### config.mk
export PLATFORM = sky130hd
export DESIGN_NAME = pixel_rom8x16
export DESIGN_NICKNAME = d
export VERILOG_FILES = /design/src/rtl/pixel_rom8x16.sv
export SDC_FILE = /design/constraint.sdc
export NUM_CORES = 1
export LEC_CHECK = 0
export ABC_AREA = 0
export CAP_MARGIN = 20
export CORE_MARGIN = 2
export CORE_UTILIZATION = 25
export CTS_CLUSTER_SIZE = 8
export DETAILED_ROUTE_END_ITERATION = 8
export GPL_TIMING_DRIVEN = 0
export PLACE_DENSITY = 0.62
export SYNTH_ARGS = -nofsm -noshare
export SYNTH_HDL_FRONTEND = slang
export SYNTH_SLANG_ARGS = --single-unit
### constraint.sdc
create_clock -name reloj -period 2.3 [get_ports reloj]
set_input_delay 0.46 -clock reloj [delete_from_list [all_inputs] [get_ports reloj]]
set_output_delay 0.46 -clock reloj [all_outputs]
set_load 0.02 [all_outputs]
### src/rtl/pixel_rom8x16.sv
// 8x16 text-mode pixel serializer: counts down the font-ROM latency after each
// cell start, loads the glyph row into a shift register and emits one RGB pixel per strobe.
module pixel_rom8x16 #(
    parameter int         LAT      = 2,
    parameter logic [7:0] COLOR_FG = 8'hFF,
    parameter logic [7:0] COLOR_BG = 8'h00
) (
    input  logic       reloj,
    input  logic       resetM,
    input  logic       pix_en,
    input  logic [9:0] Qh,
    input  logic [9:0] Qv,
    input  logic       video_on,
    input  logic       hsync_i,
    input  logic       vsync_i,
    input  logic [7:0] DATO_ROM,
    output logic [7:0] RGB,
    output logic       hsync_o,
    output logic       vsync_o,
    output logic       err_sinc,
    output logic [1:0] estado_dbg
);

    localparam int CW = (LAT < 2) ? 1 : $clog2(LAT + 1);
    localparam logic [CW-1:0] CNT_LAT = CW'(LAT);
    localparam logic [CW-1:0] CNT_ONE = CW'(1);

    localparam logic [1:0] IDLE   = 2'd0;
    localparam logic [1:0] CUENTA = 2'd1;
    localparam logic [1:0] CARGA  = 2'd2;

    logic [1:0]    estado, estado_n;
    logic [CW-1:0] cnt, cnt_n;
    logic [7:0]    sr;
    logic          video_on_d;
    logic          inicio;
    logic          carga;
    logic          unused_ok;

    assign inicio     = pix_en && (Qh[2:0] == 3'b000);
    assign carga      = (estado == CARGA);
    assign estado_dbg = estado;
    // Only the column within the cell matters; the rest of the counters are ignored.
    assign unused_ok  = ^{Qv, Qh[9:3]};

    // CARGA is the last cycle of the countdown; SR loads on the edge that ends it.
    always_comb begin
        estado_n = estado;
        cnt_n    = cnt;
        case (estado)
            CUENTA: begin
                cnt_n = cnt - CNT_ONE;
                if (cnt_n == CNT_ONE) begin
                    estado_n = CARGA;
                end
            end
            CARGA: begin
                cnt_n    = '0;
                estado_n = IDLE;
            end
            default: begin
                cnt_n    = '0;
                estado_n = IDLE;
            end
        endcase
        if (inicio) begin
            cnt_n    = CNT_LAT;
            estado_n = (CNT_LAT == CNT_ONE) ? CARGA : CUENTA;
        end
    end

    always_ff @(posedge reloj or negedge resetM) begin
        if (!resetM) begin
            estado   <= IDLE;
            cnt      <= '0;
            err_sinc <= 1'b0;
        end else begin
            estado <= estado_n;
            cnt    <= cnt_n;
            if ((inicio && (estado == CUENTA)) || (pix_en && carga)) begin
                err_sinc <= 1'b1;
            end
        end
    end

    // A strobe landing on the load cycle loses: no shift and RGB holds.
    always_ff @(posedge reloj or negedge resetM) begin
        if (!resetM) begin
            sr         <= 8'h00;
            RGB        <= COLOR_BG;
            video_on_d <= 1'b0;
            hsync_o    <= 1'b1;
            vsync_o    <= 1'b1;
        end else begin
            if (carga) begin
                sr <= DATO_ROM;
            end else if (pix_en) begin
                sr  <= {sr[6:0], 1'b0};
                RGB <= (video_on_d && sr[7]) ? COLOR_FG : COLOR_BG;
            end
            if (pix_en) begin
                video_on_d <= video_on;
                hsync_o    <= hsync_i;
                vsync_o    <= vsync_i;
            end
        end
    end

endmodule

# Word-level counts from Yosys, hierarchy flattened
# Index checks and enable logic that the tools add are counted.
# totals
ff_bits,24
input_bits,34
out_inout_bits,13
word_cells,30
# op_classes
addsub,1
eq_ne,4
muxes,8
bitwise,1
n_reduce_logical,8
# ops
cell,count
2-to-1 mux 8 bit,3
2-to-1 mux 2 bit,5
equality test 2 x 1 -> 1 bit (second input constant),2
logical AND 1 bit,4
zero test 3 bit,1
inequality test 3 bit (second input constant),1
equality test 2 bit (second input constant),1
AND reduction 2 bit,1
nonzero test 2 bit,1
subtractor 2 x 1 -> 2 bit (second input constant),1
logical OR 1 bit,1
NOT 1 bit,1

# Logic depth before layout (Yosys ltp)
# logic_depth
ltp_word,5
depth_mapped,5
depth_no_buf,4

# Worst setup path after synthesis
# No wires, ideal clock.
# synth_path
kind,input to register
start,input port Qh[1]
end,register cnt[0]
setup_time_ns,0.120
arrival_time_ns,1.163
required_time_ns,2.180
slack_ns,1.017
path_stages,2
n_path_buf,0
cell_sequence,or4_4 and3_1
# synth_via
elab_chain_cells,3
# synth_rtl
element,line_no,rtl
"start, declared",11,"input logic [9:0] Qh,"
zero test 3 bit,40,assign inicio = pix_en && (Qh[2:0] == 3'b000);
logical AND 1 bit,40,
2-to-1 mux 2 bit,66,if (inicio) begin
via cnt_n[0],33,"logic [CW-1:0] cnt, cnt_n;"
"end signal, assigned",79,cnt <= cnt_n;
"end, declared",33,
# The timed path passes the listed nets, and every way through them passes these cells.
# A chain may end at the register's enable or synchronous reset.

==> flow_summary.toml <==
[critical_path]
cp-end-kind = "output pin"
crit_buf_inv = 2
crit_required_ns = 1.84
slowest_stage = "clkdlybuf4s50_1"
critical_path_class = "reg2out"
startpoint_type = "flop"
critPathMaxFanout = 9
arrival_ns = 1.50
max_stage_delay_ns = 0.59
critPathTopFamily = "buffers and inverters"
crit_chain = "buf_4 > clkdlybuf4s50_1"

[clock_network]
cts_made_buffers = 3
clock_path_buffers = 2
cts_setup_buffers = 0
ctsHoldBuffers = 0
cts_sinks = 17
htreeDepth = 1
ctsResizeCount = 0
cts-root-buf = "clkbuf_4"
path_clk_slew_ns = 0.10
cts_tree = "yes"
clk_latency_ns = 0.28

[placed_design]
gp_congestion = 0.627
numPortBuffers = 29
hpwl_um = 1170

[timing]
clock_skew_ns = 0.00134
tightest_slew_ns = 0.735
timing.fmax_ghz = 0.509
slew_violations = 0
post-route-period-util = 0.854
fin_crit_ns = 1.96
final_hold_viol_count = 0
holdWs_ns = 0.505
max_slew_margin = 0.508
rsz0062_at_grt = "false"
fin_setup_tns_ns = 0
setup_violations = 0

[synth]
synth_top_area_share = 0.485
yosys.area.top_type = "dfrtp_1"
ys_warn_count = 0
synth_common_cells = "dfrtp_1 (15), nand2_1 (12), o21ai_1 (8)"
syn-num-nets = 106
synthTopCellsByArea = "dfrtp_1 (48%), mux2i_1 (9.0%), buf_4 (6.8%)"
synth_area_um2 = 774
async_flop_share = 1.00
yosysSeqAreaShare = 0.553
ys_types = 18
synth_edf_count = 0
yosysMostFrequentCell = "dfrtp_1"
synth_ff_type = "dfrtp_1"
avgSynthCellArea_um2 = 10.9
synth_seq_cells = 17
syn_inst = 71

[finish]
diodes = 0
nNetsFinal = 140
drive_gt1_frac = 0.192
syn_to_final_growth_pct = 46.2

[detailed_routing]
post_drt_wl_per_cell_um = 10.9
viasPerCell = 4.36
firstDrtPassIters = 2
drtIter0Drc = 13
wl_um = 1500
ant_nets = 0
drc_errors = 0
vias = 597

[power_and_ir_drop]
cellLeakagePower_nw = 0.516
p_per_area_nw_per_um2 = 896
ir_drop_v = 0.000233

[global_routing]
grt_pass1_wl_um = 2480
overflow = 0
grt_pass1_vias = 560
antenna_found_initial = 0
grt_start_max_net_pins = 18
grtUsageTotal = 0.0926

[floorplanning]
io_pins = 47
coreArea_um2 = 3000
dieArea_um2 = 3560
die_w_um = 59.7
rows = 20
die-height_um = 59.7
initial_core_util = 0.258

[min_path]
hp-class = "reg2reg"

[flow_run]
max_cap_viol_count = 0

[run_status]
outcome = "complete, no violations"
per-stage QoR:
step                utilization  area (um^2)  cells  worst slack [ns]  power, mW
floorplan                     -          774     71              1.02      0.686
global placement          0.368         1110    133             0.445      0.855
detailed placement        0.368         1110    133             0.425      0.872
CTS                       0.377         1130    137             0.300       1.03
global route              0.377         1130    137             0.213       1.09
finish                    0.377         1130    137             0.336       1.02
worst paths after layout:
| check | startpoint | slack, ns | cells past startpoint | end |
|---|---|---|---|---|
| min in group asynchronous | resetM | 0.61 | 1 | sr[4] |
| setup reg to reg | estado_dbg[0] | 1.10 | 5 | sr[4] |
| hold / removal | err_sinc | 0.51 | 2 | err_sinc |
| max in group asynchronous | resetM | 1.24 | 1 | sr[3] |
| setup / recovery | RGB[6] | 0.34 | 2 | RGB[1] |
| hold reg to reg | err_sinc | 0.51 | 2 | err_sinc |
routing by layer:
metal,track usage,wire length [um],share of wire
met1,0.120,701,0.47
met2,0.140,641,0.43
met3,0.0260,141,0.094
met4,0.0476,12,0.0080
met5,0,0,0
worst reg2reg max path: cells and delay by family, from the launching register on:
family          cells  cell delay, ns
buf+inv             2            0.45
flops               1            0.42
simple gates        2            0.18
compound gates      1            0.08
placed cells by master, fill, tap and decap left out:
cell,Yosys,layout
and3_1,2,2
nand2b_1,1,1
buf_2,3,3
ha_1,1,1
inv_2,1,1
clkbuf_1,0,1
or4_4,1,1
nand2_1,12,12
clkdlybuf4s50_1,0,29
o21ai_0,3,3
clkbuf_4,0,3
mux2_2,3,3
buf_4,7,7
nor2b_1,2,2
o21ai_1,8,8
inv_1,1,1
mux2i_1,7,7
dfstp_2,2,2
o31ai_1,1,1
dfrtp_1,15,15
a21oi_1,1,1
kinds of logic (layout without fill, tap and decap cells):
family                     Yosys count  count (layout)  share of synthesized area
AOI/OAI and AO/OA                   13              13                     0.0872
adders and majority gates            1               1                     0.0162
buffers and inverters               12              45                     0.0969
DFF                                 17              17                      0.553
muxes                               10              10                      0.134
and+or+nand+nor                     18              18                      0.113
power by group:
group          switching, mW  internal, mW  total [mW]
clock                 0.0887        0.0672       0.156
sequential            0.0535         0.391       0.445
combinational          0.191         0.223       0.414
total                  0.334         0.681        1.02
state kept, by name, summed over array words and instances (netlist names):
register	cells
vsync_o	1
RGB	1
cnt	2
err_sinc	1
estado_dbg	2
video_on_d	1
hsync_o	1
sr	8
cell type report:
class                           instances  area, um^2
Fill cell                             309        1870
Multi-Input combinational cell         42         272
Clock buffer                            4        26.3
Tap cell                               33        41.3
Timing Repair Buffer                   29         290
Buffer                                 10        67.6
Sequential cell                        17         428
Inverter                                2        7.51
Power figures use the tool's default switching activity.
